$ cat src/rtl/if_id_queue_pkg.sv
// Shared types and encodings for the IF/ID decoupling queue.
// Holds the queue entry layout, the all-zero bubble entry and the control-level encodings.
package if_id_queue_pkg;

  localparam int ADDR_W_DEF = 32;
  localparam int INST_W_DEF = 32;

  typedef struct packed {
    logic [ADDR_W_DEF-1:0] pc;
    logic [INST_W_DEF-1:0] inst;
    logic                  taken;
    logic [ADDR_W_DEF-1:0] pc_pred;
  } entry_t;

  // inst == 0 decodes as a bubble in ID
  localparam entry_t ENTRY_ZERO = '0;

  localparam logic JUMP   = 1'b1;
  localparam logic STALL  = 1'b1;
  localparam logic ENABLE = 1'b1;

endpackage

$ cat src/rtl/if_id_fifo.sv
// DEPTH-entry circular buffer of fetch entries with push/pop/flush, occupancy and full.
// Push is refused while full, even if a pop happens in the same cycle.
module if_id_fifo
  import if_id_queue_pkg::*;
#(
  parameter int DEPTH = 4,
  parameter int CNT_W = $clog2(DEPTH + 1)
) (
  input  logic             clk,
  input  logic             rst,
  input  logic             en,
  input  logic             flush,
  input  logic             push,
  input  logic             pop,
  input  entry_t           din,
  output entry_t           head,
  output logic [CNT_W-1:0] count,
  output logic             full
);

  localparam int PTR_W = $clog2(DEPTH);

  entry_t           mem [DEPTH];
  logic [PTR_W-1:0] rd_ptr;
  logic [PTR_W-1:0] wr_ptr;
  logic             push_ok;
  logic             pop_ok;

  assign full    = (count == CNT_W'(DEPTH));
  assign push_ok = en && !flush && push && !full;
  assign pop_ok  = en && !flush && pop && (count != '0);
  assign head    = mem[rd_ptr];

  // Pointers wrap naturally since DEPTH is a power of two
  always_ff @(posedge clk or posedge rst) begin
    if (rst) begin
      rd_ptr <= '0;
      wr_ptr <= '0;
      count  <= '0;
    end else if (en) begin
      if (flush) begin
        rd_ptr <= '0;
        wr_ptr <= '0;
        count  <= '0;
      end else begin
        if (push_ok) wr_ptr <= wr_ptr + 1'b1;
        if (pop_ok)  rd_ptr <= rd_ptr + 1'b1;
        case ({push_ok, pop_ok})
          2'b10:   count <= count + 1'b1;
          2'b01:   count <= count - 1'b1;
          default: count <= count;
        endcase
      end
    end
  end

  always_ff @(posedge clk) begin
    if (push_ok) mem[wr_ptr] <= din;
  end

endmodule

$ cat src/rtl/if_id_queue.sv
// IF/ID decoupling stage: FIFO plus registered output with flush, stall hold and empty-queue bypass.
// full_out is back-pressure to IF, derived from the registered occupancy with no look-ahead.
module if_id_queue
  import if_id_queue_pkg::*;
#(
  parameter int ADDR_W = ADDR_W_DEF,
  parameter int INST_W = INST_W_DEF,
  parameter int DEPTH  = 4,
  localparam int CNT_W = $clog2(DEPTH + 1)
) (
  input  logic              clk_in,
  input  logic              rst_in,
  input  logic              rdy_in,
  input  logic              pcJump_in,
  input  logic              stall_in,
  input  logic              instE_in,
  input  logic [ADDR_W-1:0] pc_in,
  input  logic [INST_W-1:0] inst_in,
  input  logic              taken_in,
  input  logic [ADDR_W-1:0] pcPred_in,
  output logic              full_out,
  output logic [CNT_W-1:0]  count_out,
  output logic              valid_out,
  output logic [ADDR_W-1:0] pc_out,
  output logic [INST_W-1:0] inst_out,
  output logic              taken_out,
  output logic [ADDR_W-1:0] pcPred_out
);

  entry_t           in_e;
  entry_t           head_e;
  entry_t           out_p0;
  logic             vld_p0;
  logic [CNT_W-1:0] cnt;
  logic             full;
  logic             has_data;
  logic             fifo_push;
  logic             fifo_pop;

  assign in_e = '{pc: pc_in, inst: inst_in, taken: taken_in, pc_pred: pcPred_in};
  assign has_data = (cnt != '0);

  // An empty, unstalled queue bypasses the input straight to the output stage
  assign fifo_push = instE_in && ((stall_in == STALL) || has_data);
  assign fifo_pop  = (stall_in != STALL);

  if_id_fifo #(
    .DEPTH (DEPTH),
    .CNT_W (CNT_W)
  ) u_fifo (
    .clk   (clk_in),
    .rst   (rst_in),
    .en    (rdy_in == ENABLE),
    .flush (pcJump_in == JUMP),
    .push  (fifo_push),
    .pop   (fifo_pop),
    .din   (in_e),
    .head  (head_e),
    .count (cnt),
    .full  (full)
  );

  // Output stage p0
  always_ff @(posedge clk_in or posedge rst_in) begin
    if (rst_in) begin
      out_p0 <= ENTRY_ZERO;
      vld_p0 <= 1'b0;
    end else if (rdy_in == ENABLE) begin
      if (pcJump_in == JUMP) begin
        out_p0 <= ENTRY_ZERO;
        vld_p0 <= 1'b0;
      end else if (stall_in != STALL) begin
        if (has_data) begin
          out_p0 <= head_e;
          vld_p0 <= 1'b1;
        end else if (instE_in) begin
          out_p0 <= in_e;
          vld_p0 <= 1'b1;
        end else begin
          out_p0 <= ENTRY_ZERO;
          vld_p0 <= 1'b0;
        end
      end
    end
  end

  assign full_out   = full;
  assign count_out  = cnt;
  assign valid_out  = vld_p0;
  assign pc_out     = out_p0.pc;
  assign inst_out   = out_p0.inst;
  assign taken_out  = out_p0.taken;
  assign pcPred_out = out_p0.pc_pred;

endmodule

$ cat config.mk
export PLATFORM = sky130hd
export DESIGN_NAME = if_id_queue
export DESIGN_NICKNAME = d
export VERILOG_FILES = /design/src/rtl/if_id_queue_pkg.sv /design/src/rtl/if_id_fifo.sv /design/src/rtl/if_id_queue.sv
export SDC_FILE = /design/constraint.sdc
export NUM_CORES = 1
export LEC_CHECK = 0
export ABC_AREA = 1
export ABC_CLOCK_PERIOD_IN_PS = 5950
export BUFFER_PORTS_ARGS = -buffer_cell sky130_fd_sc_hd__buf_2
export CORE_MARGIN = 10
export CORE_UTILIZATION = 58
export CTS_CLUSTER_DIAMETER = 100
export DETAILED_ROUTE_END_ITERATION = 10
export PLACE_DENSITY = 0.88
export SYNTH_ARGS = -nofsm -noshare
export SYNTH_HDL_FRONTEND = slang
export SYNTH_SLANG_ARGS = --single-unit
$ cat constraint.sdc
create_clock -name clk_in -period 5.95 [get_ports clk_in]
set_input_delay 0.595 -clock clk_in [delete_from_list [all_inputs] [get_ports clk_in]]
set_output_delay 0.595 -clock clk_in [all_outputs]
set_load 0.02 [all_outputs]
Word level (Yosys, flattened, before mapping)
Memories as Yosys holds them, arrays and structs flattened.
Cells that the tools add are included.
{"block": "classes", "n_bitwise": 1, "reduce_logical": 17, "n_addsub": 4, "mux": 16, "n_eq_ne": 4}
{"operator": "97-bit 2-to-1 mux", "n": 4}
{"operator": "2-bit 2-to-1 mux", "n": 4}
{"operator": "2-bit AND reduction", "n": 4}
{"operator": "1-bit logical AND", "n": 6}
{"operator": "1-bit 2-to-1 mux", "n": 6}
{"operator": "3-bit one-hot mux with 2 select lines", "n": 1}
{"operator": "3-bit nonzero test", "n": 2}
{"operator": "2-bit by 1-bit adder with 2-bit output (second input constant)", "n": 2}
{"operator": "2-bit nonzero test", "n": 2}
{"operator": "3-bit by 1-bit adder with 3-bit output (second input constant)", "n": 1}
{"operator": "3-bit == test (second input constant)", "n": 1}
{"operator": "3-bit 2-to-1 mux", "n": 1}
{"operator": "3-bit by 1-bit subtractor with 3-bit output (second input constant)", "n": 1}
{"operator": "2-bit by 1-bit == test with 1-bit output (second input constant)", "n": 1}
{"operator": "2-bit == test (second input constant)", "n": 1}
{"operator": "1-bit logical NOT", "n": 2}
{"operator": "2-bit != test (second input constant)", "n": 1}
{"operator": "1-bit logical OR", "n": 1}
{"operator": "1-bit inverter", "n": 1}
{"block": "totals", "output_inout_bits": 102, "inputBits": 103, "memories": 1, "ram_bits": 388, "register_bits": 105}
{"memory": "u_fifo.mem", "depth": 4, "width": 97, "rd": 1, "rd_clocked_by_memory_dff": 0, "write_ports": 1, "line": "if_id_fifo.sv:23", "rtl": "entry_t mem [DEPTH];"}

Depth between registers and ports, before layout
{"block": "depth", "word_depth": 8, "ltp_mapped": 15, "depth_no_buf": 15}

Hierarchy
A second synthesis with hierarchy kept.
{"block": "unflattened", "hier_cells": 1862, "area_unflattened_um2": 20514.7}
{"module": "if_id_fifo", "cells_each": 1011, "area_per_inst_um2": 14924.3, "n_inst": 1}
{"module": "if_id_queue", "cells_each": 851, "area_per_inst_um2": 5590.4, "n_inst": 1}

Least setup slack after synthesis
No wires, ideal clock.
{"block": "synth_timing", "path_kind": "in2reg", "from": "input pcJump_in", "to": "memory u_fifo.mem[0][0] (netlist name) (enable)", "setup_time_ns": 0.554, "required_time_ns": 5.396, "slack_ns": 0.381, "stages": 5, "arrival_ns": 5.016, "n_path_buf": 0, "cell_sequence": "inv_2 nand2_1 nor2_1 nand2_2 nor2_1"}
{"block": "synth_between", "elab_chain_cells": 6}
{"element": "from (decl)", "line": "if_id_queue.sv:14", "rtl": "input logic pcJump_in,"}
{"element": "1-bit logical NOT", "line": "if_id_fifo.sv:30", "rtl": "assign push_ok = en && !flush && push && !full;"}
{"element": "1-bit logical AND (3 in a row)", "line": "if_id_fifo.sv:30"}
{"element": "1-bit 2-to-1 mux", "line": "if_id_fifo.sv:58", "rtl": "if (push_ok) mem[wr_ptr] <= din;"}
{"element": "1-bit 2-to-1 mux (not written as such)", "line": "if_id_fifo.sv:58"}
{"element": "to (decl)", "line": "if_id_fifo.sv:23"}
Every way passes these cells.

Final worst setup path
{"block": "layout_timing", "from": "register u_fifo.rd_ptr[0]", "to": "register out_p0 (netlist bit pc_out[3])"}
{"block": "layout_between", "elab_chain_cells": 4}
{"element": "from (decl)", "line": "if_id_fifo.sv:24", "rtl": "logic [PTR_W-1:0] rd_ptr;"}
{"element": "from (signal assigned)", "line": "if_id_fifo.sv:47", "rtl": "if (pop_ok) rd_ptr <= rd_ptr + 1'b1;"}
{"element": "memory 4 x 97 bit"}
{"element": "97-bit 2-to-1 mux", "line": "if_id_queue.sv:73", "rtl": "if (has_data) begin"}
{"element": "97-bit 2-to-1 mux", "line": "if_id_queue.sv:72", "rtl": "end else if (stall_in != STALL) begin"}
{"element": "97-bit 2-to-1 mux", "line": "if_id_queue.sv:69", "rtl": "if (pcJump_in == JUMP) begin"}
{"element": "to (signal assigned)", "line": "if_id_queue.sv:77", "rtl": "out_p0 <= in_e;"}
{"element": "to (decl)", "line": "if_id_queue.sv:32", "rtl": "entry_t out_p0;"}
Every way passes these cells. The select of a mux whose other input is x is not followed.
A chain may end at the register's enable or synchronous reset.

==> metrics.cfg <==
[cts]
cts_hold_buffers = 0
cts_sinks = 493
cts_resized = 0
path_clk_slew_ns = 0.06
cts-root-buf = clkbuf_16
clk_latency_ns = 0.54
clockBufferDepth = 3
postCtsSetupBuffers = 0
htree_levels = 2
cts-buffers-inserted = 48
cts_tree = built

[sta]
drv_slew = 0
tns_ns = 0
finalCriticalPeriod_ns = 2.92
clock_skew_ns = 0.0109
rsz0062_at_grt = false
fin_crit_sh = 0.490
setup_viol = 0
timing.fmax_mhz = 343
finalHoldViolations = 0
max_slew_margin = 0.190
worstMarginPinSlew_ns = 1.21

[synth]
yosysMostFrequentCell = edfxtp_1
synth.yosys.warnings = 0
synthTopCellsByArea = edfxtp_1, dfrtp_1, nor2_1, o21ai_0, o22ai_1
yosys_register_bits = 493
synth_edf_count = 388
ys.flop_type = edfxtp_1
synth_area_sq_mm = 0.0192
postSynthAreaPerCell_sq_um = 12.4
yosysTopAreaCellShare = 0.607
synth_top_area_cell = edfxtp_1
async_flop_share = 0.213
syn_inst = 1549
netlist_top_cells_count = edfxtp_1, nor2_1, o21ai_0, nand2_1, o21ai_1
syn-num-nets = 1657
ys_seq_area_frac = 0.744
yosysUniqueCellTypes = 26

[grt]
grt_pass1_wl_um = 71500
grt_pass1_vias = 13426
grt_max_degree = 111
grt_use_total = 0.218
antenna_found_initial = 10
grt_remaining_overflow = 0

[die]
fp.dieH_um = 202
dieArea_sq_mm = 0.0408
core_sq_mm = 0.0326
ios = 205
num_rows = 66
initial_core_util = 0.588
die_x_um = 202

[power]
power.leakage_uw = 0.00821
ir_worst_vdd_mv = 0.436
power.density_mw_per_mm2 = 419

[setup_path]
ff2ff_path_depth = 6
timing.critical_path.mode_cell = buf_4
end_kind = register
start_kind = register
path_class = register to register
critPathSlowestCell = buf_4
critPathMaxStageDelay_ns = 0.87
critPathArrivalTime_ns = 3.38
critPathRequiredTime_ns = 6.41
path_cells = buf_4, buf_4, o21ai_0, o22ai_1, nor2_1, o21ai_1
r2r_setup_slack_ns = 3.03
crit_fanout = 100

[finish]
drive_above_1_share = 0.180
fill_cells = 2233
stdcell_count = 2204
ff_latch_area_sq_mm = 0.0143
nets = 1827
area_growth_pct = 14.7
multi_input_area_sq_mm = 0.00436

[placed_design]
dp_cells = 2111
port_buffers = 204
hpwl_um = 25600
gp_congestion = 0.790

[status]
outcome = finished clean

[routing]
first_iter_violations = 1516
drtPass1Iterations = 7
viasPerCell = 5.98
avgRoutedWirePerCell_um = 20.8
remaining_drc_errors = 0
ant_nets = 0
routed_wl_um = 45900
num_vias = 13175

[run]
maxCapViolations = 0

[min_path]
min_path_type = primary input to async pin

critical path: cells and delay by family (launching register included):
kind	cells	cell delay, ns
buffers and inverters	2	1.56
DFF	1	0.43
and+or+nand+nor	1	0.10
AOI/OAI and AO/OA	3	0.64
final cells by class:
class / instances / share of cell area
diodes: 5 / 0.000569
multi-input cells: 931 / 0.198
clock inverters: 26 / 0.00955
inverters: 21 / 0.00404
well taps: 442 / 0.0251
repair buffers: 224 / 0.0532
clock buffers: 62 / 0.0598
flip-flops and latches: 493 / 0.649
flip-flops by register name, indices dropped and copies added (netlist names):
signal	count
u_fifo.count	3
taken_out	1
u_fifo.rd_ptr	2
valid_out	1
inst_out	32
pc_out	32
u_fifo.mem	388
pcPred_out	32
u_fifo.wr_ptr	2
final timing paths:
| path | to | start |
|---|---|---|
| min in group clk_in | u_fifo.mem[3][42] | inst_in[9] |
| setup / recovery | pc_out[3] | u_fifo.rd_ptr[0] |
| hold reg to reg | pcPred_out[5] | pcPred_out[5] |
| hold / removal | pcPred_out[9] | rst_in |
| max in group asynchronous | pc_out[8] | rst_in |
| setup reg to reg | pc_out[3] | u_fifo.rd_ptr[0] |
report_power, final:
group	total [uW]	switching, uW	internal, uW
registers	4240	187	4050
logic	2070	1490	580
clock network	2910	1220	1690
total	9220	2900	6320
layout by cell type, fill, tap and decap left out:
cell / n
clkinv_2: 13
buf_2: 204
ha_1: 5
o21ai_2: 1
a32oi_1: 3
bufinv_16: 3
inv_4: 1
nand3b_2: 1
nor3_1: 1
dfrtp_1: 103
clkinvlp_4: 4
nand3_1: 16
diode_2: 5
a21oi_1: 92
inv_2: 5
nor2_1: 285
o22ai_1: 97
clkinv_4: 1
clkinv_1: 7
dfrtp_4: 2
nand2_2: 1
clkbuf_16: 49
clkbuf_1: 9
o21ai_0: 176
nor2_4: 7
nand2_1: 135
inv_6: 1
inv_1: 12
a211o_1: 1
buf_4: 20
clkbuf_8: 4
o21ai_1: 110
edfxtp_1: 388
metal layers:
metal	routed length [um]	global-route usage	vias to the layer above
li1	-	-	5937
met1	18300	0.281	6511
met2	22400	0.356	615
met3	4210	0.0544	102
met4	980	0.0746	10
met5	51	0	-
through the flow:
step	power (uW)	cell area (sq um)	setup slack (ns)	hold slack (ns)	util
after floorplan	5650	19200	0.381	0.580	-
after global placement	6300	20500	2.97	0.456	0.627
after detailed placement	6370	20500	2.85	0.473	0.627
after CTS	9260	22000	3.05	0.264	0.674
after global routing	9620	22000	2.80	0.270	0.674
final	9220	22000	3.03	0.262	0.674
cell families after synthesis:
group	share of synthesized area
AO/OA/AOI/OAI	0.133
AND/OR/NAND/NOR	0.0901
adder cells (fa/ha/maj)	0.00326
buffers and inverters	0.0300
flip-flops	0.744
(Power assumes the default switching activity.)
